===== config.mk =====
export PLATFORM = sky130hd
export DESIGN_NAME = clkdiv_sched_flat
export DESIGN_NICKNAME = d
export VERILOG_FILES = /design/src/rtl/clkdiv_sched_pkg.sv /design/src/rtl/clkdiv_sched_if.sv /design/src/rtl/clkdiv_sched_core.sv /design/src/rtl/clkdiv_sched.sv /design/src/flat_wrapper.sv
export SDC_FILE = /design/constraint.sdc
export NUM_CORES = 1
export LEC_CHECK = 0
export ABC_AREA = 1
export BUFFER_PORTS_ARGS = -buffer_cell sky130_fd_sc_hd__buf_2
export CORE_MARGIN = 2
export CORE_UTILIZATION = 50
export DETAILED_ROUTE_END_ITERATION = 10
export GPL_ROUTABILITY_DRIVEN = 0
export HOLD_SLACK_MARGIN = 0.15
export MAX_ROUTING_LAYER = met4
export PLACE_DENSITY = 0.7
export SYNTH_ARGS = -nofsm -noshare
export SYNTH_HDL_FRONTEND = slang
export SYNTH_SLANG_ARGS = --single-unit
export TNS_END_PERCENT = 20

===== constraint.sdc =====
create_clock -name clk -period 2.5 [get_ports clk]
set_input_delay 0.25 -clock clk [delete_from_list [all_inputs] [get_ports clk]]
set_output_delay 0.25 -clock clk [all_outputs]
set_load 0.02 [all_outputs]

===== src/rtl/clkdiv_sched_pkg.sv =====
// Shared types and ratio helpers for the clkdiv_sched controller.
// Define CLKDIV_SCHED_ODD_EN to make odd ratios (>=3) legal.
package clkdiv_sched_pkg;

  localparam int MAX_DIV_DEF = 256;
  localparam int DIV_W_DEF   = $clog2(MAX_DIV_DEF + 1);

  typedef enum logic [1:0] {STOP, RUN, PEND, DRAIN} state_t;

  function automatic bit is_legal_div(int d, int max_div);
`ifdef CLKDIV_SCHED_ODD_EN
    return (d >= 2) && (d <= max_div);
`else
    return (d >= 2) && (d <= max_div) && (d[0] == 1'b0);
`endif
  endfunction

  // The extra cycle of an odd ratio goes to the high phase.
  function automatic int hi_len(int d);
`ifdef CLKDIV_SCHED_ODD_EN
    return (d + 1) / 2;
`else
    return d / 2;
`endif
  endfunction

  function automatic int lo_len(int d);
    return d / 2;
  endfunction

endpackage


===== src/rtl/clkdiv_sched_if.sv =====
// Ratio configuration port: valid/ready handshake carrying a new divide ratio.
interface clkdiv_sched_if #(
  parameter int DIV_W = clkdiv_sched_pkg::DIV_W_DEF
);
  logic             cfg_valid;
  logic [DIV_W-1:0] cfg_div;
  logic             cfg_ready;

  modport master (output cfg_valid, output cfg_div, input cfg_ready);
  modport slave  (input cfg_valid, input cfg_div, output cfg_ready);
endinterface


===== src/rtl/clkdiv_sched_core.sv =====
// Phase counter and clk_div register; phase lengths latched on load.
// Honours CLKDIV_SCHED_ODD_EN through the package length helpers.
module clkdiv_core
  import clkdiv_sched_pkg::*;
#(
  parameter int DIV_W       = DIV_W_DEF,
  parameter int DEFAULT_DIV = 6
) (
  input  logic             clk,
  input  logic             reset_n,
  input  logic             run,
  input  logic             load,
  input  logic [DIV_W-1:0] div,
  output logic             boundary,
  output logic             clk_div
);

  logic [DIV_W-1:0] cnt_reg;
  logic [DIV_W-1:0] hi_len_reg;
  logic [DIV_W-1:0] lo_len_reg;
  logic             clk_div_reg;
  logic [DIV_W-1:0] phase_last;

  assign phase_last = (clk_div_reg ? hi_len_reg : lo_len_reg) - DIV_W'(1);
  // Boundary is ungated by run so the scheduler can see it while stopping.
  assign boundary   = clk_div_reg && (cnt_reg == phase_last);
  assign clk_div    = clk_div_reg;

  always_ff @(posedge clk) begin
    if (!reset_n) begin
      cnt_reg     <= '0;
      clk_div_reg <= 1'b0;
      hi_len_reg  <= DIV_W'(hi_len(DEFAULT_DIV));
      lo_len_reg  <= DIV_W'(lo_len(DEFAULT_DIV));
    end else begin
      if (load) begin
        hi_len_reg <= DIV_W'(hi_len(int'(div)));
        lo_len_reg <= DIV_W'(lo_len(int'(div)));
      end
      if (!run) begin
        cnt_reg     <= '0;
        clk_div_reg <= 1'b0;
      end else if (cnt_reg == phase_last) begin
        cnt_reg     <= '0;
        clk_div_reg <= ~clk_div_reg;
      end else begin
        cnt_reg <= cnt_reg + DIV_W'(1);
      end
    end
  end

endmodule


===== src/rtl/clkdiv_sched.sv =====
// Divided-clock scheduler: ratio handshake, pending ratio, glitch-free start/stop.
// Odd ratios are accepted only when CLKDIV_SCHED_ODD_EN is defined.
module clkdiv_sched
  import clkdiv_sched_pkg::*;
#(
  parameter int MAX_DIV     = 256,
  parameter int DIV_W       = $clog2(MAX_DIV + 1),
  parameter int DEFAULT_DIV = 6
) (
  input  logic             clk,
  input  logic             reset_n,
  input  logic             en,
  clkdiv_sched_if.slave    cfg,
  output logic             clk_div,
  output logic             div_tick,
  output logic [DIV_W-1:0] cur_div,
  output logic             busy,
  output logic             cfg_err
);

  state_t           state_reg, state_next;
  logic [DIV_W-1:0] cur_div_reg, cur_div_next;
  logic [DIV_W-1:0] pend_reg, pend_next;
  logic             pend_valid_reg, pend_valid_next;
  logic             cfg_ready_reg, div_tick_reg, cfg_err_reg, busy_reg;
  logic             xfer, xfer_legal, boundary, core_clk_div, core_run, core_load;

  assign xfer       = cfg.cfg_valid && cfg_ready_reg;
  assign xfer_legal = xfer && is_legal_div(int'(cfg.cfg_div), MAX_DIV);

  always_comb begin
    state_next      = state_reg;
    cur_div_next    = cur_div_reg;
    pend_next       = pend_reg;
    pend_valid_next = pend_valid_reg;
    core_load       = 1'b0;
    case (state_reg)
      STOP: begin
        if (xfer_legal) begin
          cur_div_next = cfg.cfg_div;
          core_load    = 1'b1;
        end
        if (en) state_next = RUN;
      end
      default: begin
        // Either a period ends now, or we can stop cleanly in the low phase.
        if (boundary || (!en && !core_clk_div)) begin
          if (pend_valid_reg) begin
            cur_div_next    = pend_reg;
            core_load       = 1'b1;
            pend_valid_next = 1'b0;
          end
          state_next = en ? RUN : STOP;
        end else if (!en) begin
          state_next = DRAIN;
        end else begin
          state_next = pend_valid_reg ? PEND : RUN;
        end
        // A ratio arriving on a boundary waits for the following one.
        if (xfer_legal) begin
          if (state_next == STOP) begin
            cur_div_next = cfg.cfg_div;
            core_load    = 1'b1;
          end else begin
            pend_next       = cfg.cfg_div;
            pend_valid_next = 1'b1;
            if (state_next == RUN) state_next = PEND;
          end
        end
      end
    endcase
    core_run = (state_reg != STOP) && (state_next != STOP);
  end

  always_ff @(posedge clk) begin
    if (!reset_n) begin
      state_reg      <= STOP;
      cur_div_reg    <= DIV_W'(DEFAULT_DIV);
      pend_reg       <= '0;
      pend_valid_reg <= 1'b0;
      cfg_ready_reg  <= 1'b1;
      div_tick_reg   <= 1'b0;
      cfg_err_reg    <= 1'b0;
      busy_reg       <= 1'b0;
    end else begin
      state_reg      <= state_next;
      cur_div_reg    <= cur_div_next;
      pend_reg       <= pend_next;
      pend_valid_reg <= pend_valid_next;
      cfg_ready_reg  <= (state_next == STOP) || (state_next == RUN);
      div_tick_reg   <= boundary;
      cfg_err_reg    <= xfer && !xfer_legal;
      busy_reg       <= (state_next != STOP);
    end
  end

  clkdiv_core #(
    .DIV_W      (DIV_W),
    .DEFAULT_DIV(DEFAULT_DIV)
  ) u_core (
    .clk     (clk),
    .reset_n (reset_n),
    .run     (core_run),
    .load    (core_load),
    .div     (cur_div_next),
    .boundary(boundary),
    .clk_div (core_clk_div)
  );

  assign cfg.cfg_ready = cfg_ready_reg;
  assign clk_div       = core_clk_div;
  assign div_tick      = div_tick_reg;
  assign cur_div       = cur_div_reg;
  assign busy          = busy_reg;
  assign cfg_err       = cfg_err_reg;

endmodule


===== src/flat_wrapper.sv =====
// flat-port wrapper written by rule: the top's interface ports become plain ports
module clkdiv_sched_flat import clkdiv_sched_pkg::*;
#(
  parameter int MAX_DIV     = 256,
  parameter int DIV_W       = $clog2(MAX_DIV + 1),
  parameter int DEFAULT_DIV = 6
)
  (clk, reset_n, en, clk_div, div_tick, cur_div, busy, cfg_err, cfg_cfg_valid, cfg_cfg_div, cfg_cfg_ready);
  clkdiv_sched_if #(.DIV_W(DIV_W)) cfg_i ();
  input  logic clk;
  input  logic reset_n;
  input  logic en;
  output logic clk_div;
  output logic div_tick;
  output logic [DIV_W-1:0] cur_div;
  output logic busy;
  output logic cfg_err;
  input wire logic [$bits(cfg_i.cfg_valid)-1:0] cfg_cfg_valid;
  input wire logic [$bits(cfg_i.cfg_div)-1:0] cfg_cfg_div;
  output wire logic [$bits(cfg_i.cfg_ready)-1:0] cfg_cfg_ready;
  assign cfg_i.cfg_valid = cfg_cfg_valid;
  assign cfg_i.cfg_div = cfg_cfg_div;
  assign cfg_cfg_ready = cfg_i.cfg_ready;
  clkdiv_sched #(.MAX_DIV(MAX_DIV), .DIV_W(DIV_W), .DEFAULT_DIV(DEFAULT_DIV)) u_core (.clk(clk), .reset_n(reset_n), .en(en), .cfg(cfg_i), .clk_div(clk_div), .div_tick(div_tick), .cur_div(cur_div), .busy(busy), .cfg_err(cfg_err));
endmodule

==> run_results.csv, run 1 <==
group,metric,value,unit
run_status,status,"complete, no violations",
synth,ys_ff_latch,43,
sta,post-route-period-util,94.4,%
worst_setup_path,crit_slowest_cell,"dfxtp_1",
place,dp_hpwl,4110,um
floorplanning,rows,25,
worst_setup_path,critPathArrivalTime,2.60,ns
global_route,grt_pass1_wl,9520,um
global_route,grt_max_degree,19,
place,dp.cells,461,
synth,synth_area,0.00250,sq mm
power_and_ir_drop,leakage,1.34,nW
sta,relSlewSlack,60.4,%
floorplanning,die-area,0.00558,sq mm
clock_network,cts.sinks,43,
synth,ys_warn_count,0,
clock_network,cts_root_buf,"clkbuf_8",
clock_network,cts_buffers,5,
final_layout,fin_cells,469,
worst_setup_path,crit_chain,"inv_2 > ha_1 > inv_1 > nand2_1 > nand2_1 > nor2_1 > nand3_1 > nor2_1 > nand2_1 > o21bai_4 > nand3_2 > nand2_1 > nand2_1 > nand2_1 > o21bai_1 > nor2_1",
final_layout,drive_gt1_share,16.2,%
final_layout,fin_nets,416,
worst_setup_path,path_buf_inv,2,
sta,skew,0.00630,ns
clock_network,clk_pin_slew,0.09,ns
worst_setup_path,endpoint_kind,"flip-flop",
drt,drc,0,
final_layout,diodes,0,
synth,syn_inst,377,
sta,max_freq,0.424,GHz
final_layout,final_core_util,58.2,%
drt,vias,2329,
synth,ys_seq_area_share,34.5,%
floorplanning,core,0.00475,sq mm
drt,ant_nets,0,
run,drv_cap,0,
place,place.port_buffers,26,
place,placed_area,0.00266,sq mm
power_and_ir_drop,ir_worst_vdd,0.338,mV
clock_network,clk_latency,0.30,ns
min_path,hp-class,"input port to flip-flop",
global_route,grt_pass1_vias,2139,
floorplanning,die_y,74.7,um
sta,tightest_slew,0.594,ns
final_layout,seq_area,861,sq um
sta,finalMaxSlewViolations,0,
floorplanning,ios,27,
final_layout,multi_input_area,0.00138,sq mm
global_route,grt-ovfl-total,0,
final_layout,fill_cells,484,
worst_setup_path,cpLargestDelayFamily,"simple AND/OR/NAND/NOR gates",
synth,syn_nets,392,
sta,hold_violations,0,
worst_setup_path,slowest_delay,0.38,ns
final_layout,final_cell_mix,"nand2_1 (98), nor2_1 (49), dfxtp_1 (43)",
synth,yosys-top-cells-area,"dfxtp_1 (34%), nand2_1 (15%), nor2_1 (7.4%), inv_1 (6.3%), nand3_1 (6.2%)",
sta,min_period,2.36,ns
drt,vias_per_cell,4.97,
worst_setup_path,path_class,"flip-flop to flip-flop",
clock_network,tritoncts,"built",
floorplanning,dieWidth,74.7,um
drt,wl_per_cell,12.2,um
clock_network,cts_resized,0,
worst_setup_path,crit_fanout,11,
global_route,antenna_found_initial,0,
sta,setup_viol,0,
final_layout,final_common_cell,"nand2_1",
worst_setup_path,cp-start-kind,"flip-flop",
power_and_ir_drop,powerDensity,571,mW/mm^2
global_route,grt_util_all_layers,22.7,%
place,pre_cts_ws,0.185,ns
sta,fin_ws,0.139,ns
worst_setup_path,required,2.74,ns
sta,rsz0062_at_grt,"true",
final_layout,finish.instance_area,0.00277,sq mm
clock_network,hold_buffers,0,
synth,synthDistinctLibCells,31,
drt,drt_iter0_drc,171,
clock_network,post_cts_buffers,0,
clock_network,ctsHtreeMaxLevel,2,
final_layout,synthToLayoutAreaGrowth,10.7,%
drt,routed_wl,5730,um
floorplanning,start_util,52.5,%
clock_network,clockBufferDepth,2,
worst_setup_path,crit_top_cell,"nand2_1",
sta,fin_hold_ws,0.193,ns
synth,synth_area_leader_cell,"dfxtp_1",
synth,syn_avg_cell_area,6.62,sq um
drt,drt_pass1_iterations,4,
synth,yosys.area.top_type_share,34.5,%
Yosys cell counts (all sizes together):
| master | n |
|---|---|
| or2 | 3 |
| buf | 9 |
| xnor2 | 4 |
| clkinv | 2 |
| o21ai | 14 |
| nor3 | 2 |
| inv | 47 |
| nor3b | 1 |
| nand4 | 10 |
| clkbuf | 4 |
| a21oi | 28 |
| mux2 | 8 |
| xor2 | 5 |
| dfxtp | 43 |
| nor2 | 50 |
| nand2 | 103 |
| ha | 2 |
| o211ai | 1 |
| o21bai | 4 |
| nand3 | 37 |
layout make-up:
cell class              instances  area share (%)
flip-flops and latches         43            31.1
multi-input cells             272            49.8
well taps                      67            3.03
clock buffers                   8            3.62
repair buffers                 30            5.79
inverters                      49            6.65
report_power, final:
group	internal, mW	switching [mW]	leakage, nW
sequential	0.717	0.0319	0.350
clock	0.253	0.247	0.0515
combinational	0.117	0.214	0.941
cells by family after synthesis:
logic type / after synthesis / synth area share, %
AOI/OAI and AO/OA: 47 / 10.4
xor gates and xnor gates: 9 / 3.16
adders and majority gates: 2 / 1.00
buffers and inverters: 62 / 10.7
DFF: 43 / 34.5
muxes: 8 / 3.61
and+or+nand+nor: 206 / 36.7
worst reg2reg max path, delay by kind of cell (launching register included):
family,cells,cell delay (ns)
compound gates,2,0.25
fa+ha+maj,1,0.29
simple gates,11,1.26
buf+inv,2,0.11
flops,1,0.38
per-stage QoR:
stage	TNS, ns	total power, mW
3_5_place_dp	0	1.09
2_1_floorplan	0	1.02
6_report	0	1.58
3_3_place_gp	0	1.09
5_1_grt	-0.752	1.66
4_1_cts	0	1.58
worst paths after layout:
kind / from / end / slack [ns] / depth (start not counted)
max: u_core.u_core.lo_len_reg[0]$_SDFFE_PN1P_ / u_core.u_core.lo_len_reg[6]$_SDFFE_PN0P_ / 0.14 / 16
min: cfg_cfg_valid / u_core.cfg_err$_SDFF_PN0_ / 0.19 / 3
max reg2reg: u_core.u_core.lo_len_reg[0]$_SDFFE_PN1P_ / u_core.u_core.lo_len_reg[6]$_SDFFE_PN0P_ / 0.14 / 16
min reg2reg: u_core.pend_reg[2]$_SDFFE_PN0P_ / u_core.pend_reg[2]$_SDFFE_PN0P_ / 0.44 / 2
metal layers:
| metal | track usage [%] | part of all wire, % | vias to the layer above |
|---|---|---|---|
| met5 | - | 0 | - |
| met4 | 8.13 | 1.6 | 0 |
| met3 | 3.08 | 4.5 | 10 |
| met2 | 34.3 | 44 | 44 |
| met1 | 31.1 | 50 | 1029 |
| li1 | - | - | 1246 |
Note: power is estimated with default switching activity, not from simulation.
==> run 2: changes to the inputs <==
--- a/config.mk
+++ b/config.mk
@@ -12,7 +12,6 @@
 export DETAILED_ROUTE_END_ITERATION = 10
 export GPL_ROUTABILITY_DRIVEN = 0
 export HOLD_SLACK_MARGIN = 0.15
-export MAX_ROUTING_LAYER = met4
 export PLACE_DENSITY = 0.7
 export SYNTH_ARGS = -nofsm -noshare
 export SYNTH_HDL_FRONTEND = slang
==> constraint.sdc (replaced) <==
create_clock -name clk -period 2.4 [get_ports clk]
set_input_delay 0.24 -clock clk [delete_from_list [all_inputs] [get_ports clk]]
set_output_delay 0.24 -clock clk [all_outputs]
set_load 0.02 [all_outputs]
==> run_results.csv, run 2 (synthesized netlist as in run 1, its figures left out) <==
group,metric,value,unit
run_status,status,"complete, no violations",
clock_network,cts.sinks,43,
sta,tightest_slew,0.584,ns
global_route,grt.busiest_layer,"met2",
final_layout,final_cell_mix,"nand2_1 (89), nor2_1 (48), dfxtp_1 (41)",
run,drv_cap,0,
clock_network,cts_root_buf,"clkbuf_8",
drt,routed_wl,6120,um
worst_setup_path,path_buf_inv,5,
sta,setup_viol,0,
floorplanning,die-area,0.00558,sq mm
sta,post-route-period-util,96.5,%
worst_setup_path,required,2.60,ns
worst_setup_path,crit_chain,"inv_4 > ha_4 > inv_2 > nand2_1 > nand2_1 > nor2_2 > nand3_1 > nor2_1 > nand2_2 > o21bai_4 > buf_6 > buf_6 > nand4_1 > nand2_1 > inv_1 > nand2_2 > nand2_2 > nor2_1 > nor2_1",
clock_network,ctsHtreeMaxLevel,2,
sta,finalMaxSlewViolations,0,
floorplanning,die_y,74.7,um
final_layout,diodes,0,
final_layout,drive_gt1_share,21.5,%
clock_network,clk_pin_slew,0.08,ns
worst_setup_path,path_class,"flip-flop to flip-flop",
global_route,grtUsageMet2,34.7,%
floorplanning,ios,27,
drt,vias,2408,
sta,hold_violations,0,
global_route,antenna_found_initial,0,
sta,skew,0.00534,ns
final_layout,fin_nets,424,
clock_network,clockBufferDepth,2,
global_route,grt_pass1_wl,9710,um
floorplanning,core,0.00475,sq mm
worst_setup_path,crit_slowest_cell,"dfxtp_4",
drt,ant_nets,0,
sta,max_freq,0.432,GHz
power_and_ir_drop,leakage,1.39,nW
clock_network,cts_buffers,5,
global_route,grt_max_degree,19,
place,place.port_buffers,26,
place,placed_area,0.00267,sq mm
final_layout,finish.instance_area,0.00289,sq mm
worst_setup_path,endpoint_kind,"flip-flop",
power_and_ir_drop,finalPower,1.62,mW
drt,wl_per_cell,12.8,um
final_layout,synthToLayoutAreaGrowth,15.8,%
final_layout,fill_cells,450,
sta,min_period,2.32,ns
global_route,grt_pass1_vias,2085,
sta,relSlewSlack,61.0,%
global_route,met1_usage,32.2,%
sta,rsz0062_at_grt,"true",
sta,fin_tns_setup,0,ns
min_path,hp-class,"input port to flip-flop",
worst_setup_path,cp-start-kind,"flip-flop",
floorplanning,dieWidth,74.7,um
worst_setup_path,critPathArrivalTime,2.51,ns
worst_setup_path,crit_fanout,5,
power_and_ir_drop,ir_worst_vdd,0.350,mV
global_route,grt-ovfl-total,0,
clock_network,clk_latency,0.30,ns
drt,drc,0,
drt,drt_pass1_iterations,4,
floorplanning,rows,25,
global_route,grt_util_all_layers,22.9,%
worst_setup_path,slowest_delay,0.37,ns
drt,vias_per_cell,5.05,
final_layout,fin_cells,477,
worst_setup_path,cpLargestDelayFamily,"simple AND/OR/NAND/NOR gates",
place,dp_hpwl,4280,um
clock_network,tritoncts,"built",
power_and_ir_drop,powerDensity,560,mW/mm^2
final_layout,final_common_cell,"nand2_1",
place,dp.cells,462,
drt,drt_iter0_drc,206,
floorplanning,start_util,52.5,%
global_route,grt_use_met3,5.62,%
sta,fin_hold_ws,0.186,ns
-- run 2: layout make-up --
| type | instances | area [sq um] | area share [%] |
|---|---|---|---|
| multi-input combinational | 272 | 1440 | 49.7 |
| sequential | 43 | 866 | 29.9 |
| inverter | 49 | 186 | 6.44 |
| clock inverter | 1 | 5.00 | 0.173 |
| clock buffer | 7 | 76.3 | 2.64 |
| tap | 67 | 83.8 | 2.90 |
| timing repair buffer | 38 | 239 | 8.26 |
-- run 2: power breakdown --
part | switching (mW) | internal, mW
Clock | 0.252 | 0.205
Sequential | 0.0353 | 0.748
Combinational | 0.242 | 0.139
Total | 0.529 | 1.09
-- run 2: path summary, 6_finish.rpt --
check                                           start                                  endpoint  slack [ns]  cells past startpoint
max          u_core.u_core.lo_len_reg[0]$_SDFFE_PN1P_  u_core.u_core.lo_len_reg[5]$_SDFFE_PN0P_        0.08                     19
min                                     cfg_cfg_valid                 u_core.cfg_err$_SDFF_PN0_        0.19                      3
max reg2reg  u_core.u_core.lo_len_reg[0]$_SDFFE_PN1P_  u_core.u_core.lo_len_reg[5]$_SDFFE_PN0P_        0.08                     19
min reg2reg           u_core.pend_reg[2]$_SDFFE_PN0P_           u_core.pend_reg[2]$_SDFFE_PN0P_        0.44                      2
-- run 2: repair_timing --
action / CTS / global route
gates resized for setup: 0 / 30
hold buffers: 0 / 0
setup endpoints to repair: 0 / 24
buffers inserted: 0 / 7
-- run 2: metrics by stage --
stage / util [%] / setup slack, ns
floorplan: - / 0.367
global route: 60.8 / -0.0740
detailed placement: 56.1 / 0.0571
CTS: 57.8 / 0.0282
finish: 60.8 / 0.0848
global placement: 56.1 / 0.0654
-- run 2: per-layer routing --
layer | vias to the layer above | part of all wire, %
met2 | 66 | 44
li1 | 1260 | -
met1 | 1071 | 48
met4 | 0 | 1.5
met5 | - | 0
met3 | 11 | 5.8
-- run 2: tightest hold or removal path, cell delays in order --
cell	delay [ns]
buf_2	0.10
nand2_1	0.07
nor2_1	0.04
